## src/rtl/pc_unit.sv

```systemverilog
// Fetch-stage program counter with stall, exception, jump, branch and call/return.
// Define PC_UNIT_RAS_EN to build the return-address stack.
module pc_unit #(
    parameter int unsigned      WIDTH     = 16,
    parameter logic [WIDTH-1:0] RESET_VEC = '0,
    parameter logic [WIDTH-1:0] EXC_VEC   = 'h4,
    parameter int unsigned      INC       = 2,
    parameter int unsigned      RAS_DEPTH = 4
) (
    input  logic             clk,
    input  logic             rst,
    input  logic             pc_pause,
    input  logic             exc,
    input  logic             ret,
    input  logic             call,
    input  logic             jump,
    input  logic [WIDTH-1:0] jump_target,
    input  logic             branch_taken,
    input  logic [WIDTH-1:0] branch_target,
    output logic [WIDTH-1:0] pc_out,
    output logic [WIDTH-1:0] pc_next_seq,
    output logic             redirect,
    output logic             ras_empty,
    output logic             ras_full,
    output logic             ras_err
);

    assign pc_next_seq = pc_out + WIDTH'(INC);

`ifdef PC_UNIT_RAS_EN
    localparam int unsigned     PW   = $clog2(RAS_DEPTH);
    localparam logic [PW:0]     FULL = (PW+1)'(RAS_DEPTH);

    logic [WIDTH-1:0] ras_mem [RAS_DEPTH];
    logic [PW-1:0]    top;
    logic [PW:0]      count;
    logic             err;
    logic [PW-1:0]    top_inc;

    assign top_inc   = top + 1'b1;
    assign ras_empty = (count == '0);
    assign ras_full  = (count == FULL);
    assign ras_err   = err;

    always_ff @(posedge clk) begin
        if (rst) begin
            pc_out   <= RESET_VEC;
            redirect <= 1'b0;
            top      <= '0;
            count    <= '0;
            err      <= 1'b0;
        end else if (pc_pause) begin
            redirect <= 1'b0;
        end else if (exc) begin
            pc_out   <= EXC_VEC;
            redirect <= 1'b1;
        end else if (ret) begin
            if (count != '0) begin
                pc_out   <= ras_mem[top];
                top      <= top - 1'b1;
                count    <= count - 1'b1;
                redirect <= 1'b1;
            end else begin
                pc_out   <= pc_next_seq;
                err      <= 1'b1;
                redirect <= 1'b0;
            end
        end else if (call) begin
            // when full the slot above top holds the oldest entry
            pc_out           <= jump_target;
            ras_mem[top_inc] <= pc_next_seq;
            top              <= top_inc;
            if (count == FULL)
                err <= 1'b1;
            else
                count <= count + 1'b1;
            redirect <= 1'b1;
        end else if (jump) begin
            pc_out   <= jump_target;
            redirect <= 1'b1;
        end else if (branch_taken) begin
            pc_out   <= branch_target;
            redirect <= 1'b1;
        end else begin
            pc_out   <= pc_next_seq;
            redirect <= 1'b0;
        end
    end
`else
    localparam int unsigned unused_depth = RAS_DEPTH;
    logic unused_ret;

    assign unused_ret = ret;
    assign ras_empty  = 1'b1;
    assign ras_full   = 1'b0;
    assign ras_err    = 1'b0;

    always_ff @(posedge clk) begin
        if (rst) begin
            pc_out   <= RESET_VEC;
            redirect <= 1'b0;
        end else if (pc_pause) begin
            redirect <= 1'b0;
        end else if (exc) begin
            pc_out   <= EXC_VEC;
            redirect <= 1'b1;
        end else if (call || jump) begin
            pc_out   <= jump_target;
            redirect <= 1'b1;
        end else if (branch_taken) begin
            pc_out   <= branch_target;
            redirect <= 1'b1;
        end else begin
            pc_out   <= pc_next_seq;
            redirect <= 1'b0;
        end
    end
`endif

endmodule

```

## config.mk

```make
export PLATFORM = sky130hd
export DESIGN_NAME = pc_unit
export DESIGN_NICKNAME = d
export VERILOG_FILES = /design/src/rtl/pc_unit.sv
export SDC_FILE = /design/constraint.sdc
export NUM_CORES = 1
export LEC_CHECK = 0
export CORE_AREA = 2 2 62 64
export CTS_CLUSTER_DIAMETER = 120
export DETAILED_ROUTE_END_ITERATION = 8
export DIE_AREA = 0 0 64 66
export GPL_TIMING_DRIVEN = 0
export PLACE_DENSITY = 0.83
export SETUP_SLACK_MARGIN = 0.5
export SYNTH_ARGS = -nofsm -noshare
export SYNTH_HDL_FRONTEND = slang
export SYNTH_SLANG_ARGS = --single-unit
```

## constraint.sdc

```tcl
create_clock -name clk -period 2.8 [get_ports clk]
set_clock_uncertainty 0.2 [all_clocks]
set_input_delay 0.56 -clock clk [delete_from_list [all_inputs] [get_ports clk]]
set_output_delay 0.56 -clock clk [all_outputs]
set_load 0.05 [all_outputs]
```

==> reports/qor.txt <==
CP Cell Sequence: ha_4 > nand2_4 > or4_4 > nor2_4 > xor2_4 > buf_6
Final setup viols: 0
number of synthesized register bits: 17
share of cells above drive strength 1: 0.301
Clk network pwr share: 0.199
Ys Warns: 0
# hold bufs at CTS: 0
CP top delay family: simple AND/OR/NAND/NOR gates
I/O Buffers: 69
vias in the first global route: 1,805
Yosys cell types: 42
Pwr Density: 281 nW/µm²
Num CTS Buffers: 3
Syn Std Cell Area: 1360 µm²
Hold Violations, Final: 0
Worst EP required: 2040 ps
Slew Viols, Final: 0
Util after Layout: 0.713
# DRC: 0
Placement Cell Area: 2280 µm²
Ant. Diodes: 0
final worst path period need: 2690 ps
CTS tree: built
Syn Area/Cell: 7.38 µm²
H-tree depth: 1
RD Place Congestion: 0.865
Seq/Total Area, Yosys: 0.251
status: completed
Setup WS pre-CTS: -361 ps
Synth area leaders: dfxtp_1 25%, o21ai_0 6.6%, nand2_1 5.5%, xnor2_1 4.5%, nor2_1 3.6%
Vias/cell: 5.67
Worst Slack Setup Final: 109 ps
Final nets: 318
peak supply drop: 0.000200 V
register share of total power: 0.381
most frequent cells after synthesis: 20 x nand2_1, 18 x o21ai_0, 17 x dfxtp_1
internal cell power: 0.432 mW
Iter 0 DRT Violations: 153
Syn Inst Count: 184
R2R Setup Slk: 330 ps
Arr. time, crit path: 1930 ps
clock root cell: clkbuf_4
hold path depth: 2
Worst Path Buf+Inv: 1
FF-to-FF End: pc_out[15]
clk sinks: 17
initial core utilization: 0.382
Max Root-Sink Buffers: 2
Detailed Place HPWL: 3600 µm
WL per Instance: 16.1 µm
Max Cap Viol: 0
Post-synth EDFFs: 0
die height: 66 µm
die area: 4220 µm²
DIE WIDTH: 64 µm
asr flop ratio synth: 0
Worst setup EP type: primary output
overflow left after global routing: 0
final-layout fill cell count: 281
count leader, synth: nand2_1
fin crit share: 0.961
Worst Hold Path EP: pc_out[6]
vias post-DR: 1,836
RR Startpoint: pc_out[1]
first-pass GRT wire length: 8340 µm
num rows: 22
reg2reg path depth: 9
Core Region: 3550 µm²
switching portion of total power: 0.392
Setup Crit Path Kind: reg2out
CP max stage delay: 550 ps
clk_lat worst skew: 300 ps
Tightest Pin Transition: 575 ps
Hold Startpoint: pc_out[6]
CP max stage cell: or4_4
crit path launch type: flop
Boundary Pins: 76
area leader, netlist: dfxtp_1
initial antenna violation count: 0
All-Layer GR Usage: 0.251
final instance area: 2530 µm²
Logic pwr share: 0.420
routed wire length: 5210 µm
largest net degree at the start of global routing: 11
total power: 0.711 mW
NetSw: 0.279 mW
f_max: 0.372 GHz
Hold WC Path Type: reg2reg
Final ANT Viol Nets: 0
Slew HR: 0.614
RSZ-0062 raised after global routing: yes
drt first pass iters: 4
Most used DFF post-synth: dfxtp_1
Area Overhead vs Synth: 86.5%
Reg clk slew, reported paths: 110 ps
leak pwr: 1.15 nW
Max FO, Critical Path: 3
Synth top area share: 0.251
-- flip-flops by register name, indices dropped and copies added (netlist names) --
signal	count
pc_out	16
redirect	1
-- cell families (layout without fill, tap and decap cells) --
logic type,count (synthesis),in the layout,synth area share
AO/OA/AOI/OAI,60,60,0.302
XOR/XNOR,10,10,0.0645
adder cells (fa/ha/maj),1,1,0.00922
buffers and inverters,22,113,0.0719
flip-flops,17,17,0.251
multiplexers,4,4,0.0295
other,2,3,0.00553
AND/OR/NAND/NOR,68,68,0.266
-- worst max-delay path by stage --
stage | depth (start not counted) | from | end | slack, ps
after CTS | 6 | pc_out[3] | pc_next_seq[14] | 80
after global routing | 6 | pc_out[1] | pc_next_seq[15] | 70
after detailed placement | 5 | pc_out[3] | pc_next_seq[14] | -360
after global placement | 6 | pc_out[1] | pc_next_seq[15] | -340
after floorplan | 5 | pc_out[1] | pc_next_seq[15] | 200
final | 6 | pc_out[1] | pc_next_seq[15] | 110
-- worst min-delay path: stages, from the launching register on --
cell	delay, ps
dfxtp_4	400
a32oi_1	60
o21ai_0	60
-- metal layers --
metal / GRT usage / share of wire
met3: 0.0460 / 0.086
met5: 0 / 0
met4: 0.0734 / 0.019
met1: 0.309 / 0.42
met2: 0.444 / 0.47
-- cells in the final DEF (no fill, tap or decap), types with 4 or more instances in the layout --
| cell | synthesis | layout |
|---|---|---|
| clkdlybuf4s50_1 | 0 | 40 |
| buf_4 | 4 | 20 |
| nand2_1 | 20 | 19 |
| o21ai_0 | 18 | 18 |
| nor2_1 | 13 | 11 |
| dlymetal6s2s_1 | 0 | 10 |
| inv_1 | 9 | 9 |
| a21oi_1 | 8 | 8 |
| buf_6 | 0 | 8 |
| dfxtp_4 | 0 | 7 |
| nand3_1 | 7 | 6 |
| clkbuf_4 | 0 | 6 |
| o211ai_1 | 6 | 6 |
| dlygate4sd2_1 | 0 | 6 |
| dfxtp_2 | 0 | 6 |
| xnor2_2 | 0 | 5 |
| clkbuf_1 | 9 | 5 |
| nor3_1 | 7 | 4 |
| mux2i_1 | 4 | 4 |
| o2111ai_1 | 4 | 4 |
| nor4b_1 | 4 | 4 |
| dfxtp_1 | 17 | 4 |
-- through the flow --
| step | hold slack [ps] | setup TNS [ps] | std cells |
|---|---|---|---|
| global placement | 306 | -1060 | 302 |
| floorplan | 373 | 0 | 185 |
| global route | 388 | 0 | 324 |
| detailed placement | 314 | -1200 | 302 |
| CTS | 345 | 0 | 322 |
| finish | 346 | 0 | 324 |
-- cell type report --
| type | count | area [µm²] | area share |
|---|---|---|---|
| clock buffer | 4 | 26.3 | 0.0104 |
| sequential | 17 | 374 | 0.148 |
| timing repair buffer | 87 | 858 | 0.339 |
| inverter | 9 | 33.8 | 0.0133 |
| buffer | 13 | 75.1 | 0.0297 |
| tap | 48 | 60.1 | 0.0237 |
| multi-input combinational | 146 | 1100 | 0.436 |
-- power by group through the flow --
stage                     logic (mW)  clock network, mW  registers, mW
after floorplan                0.133                  0          0.313
after global placement         0.283                  0          0.277
after detailed placement       0.285                  0          0.277
after CTS                      0.292              0.137          0.270
after global routing           0.316              0.149          0.273
final                          0.299              0.142          0.271
-- timing repair --
action,CTS,global route
setup buffers,16,2
gates resized for setup,86,35
pin swaps,7,2
setup endpoints to repair,33,30
No activity file was read; power rests on OpenSTA's default activity.
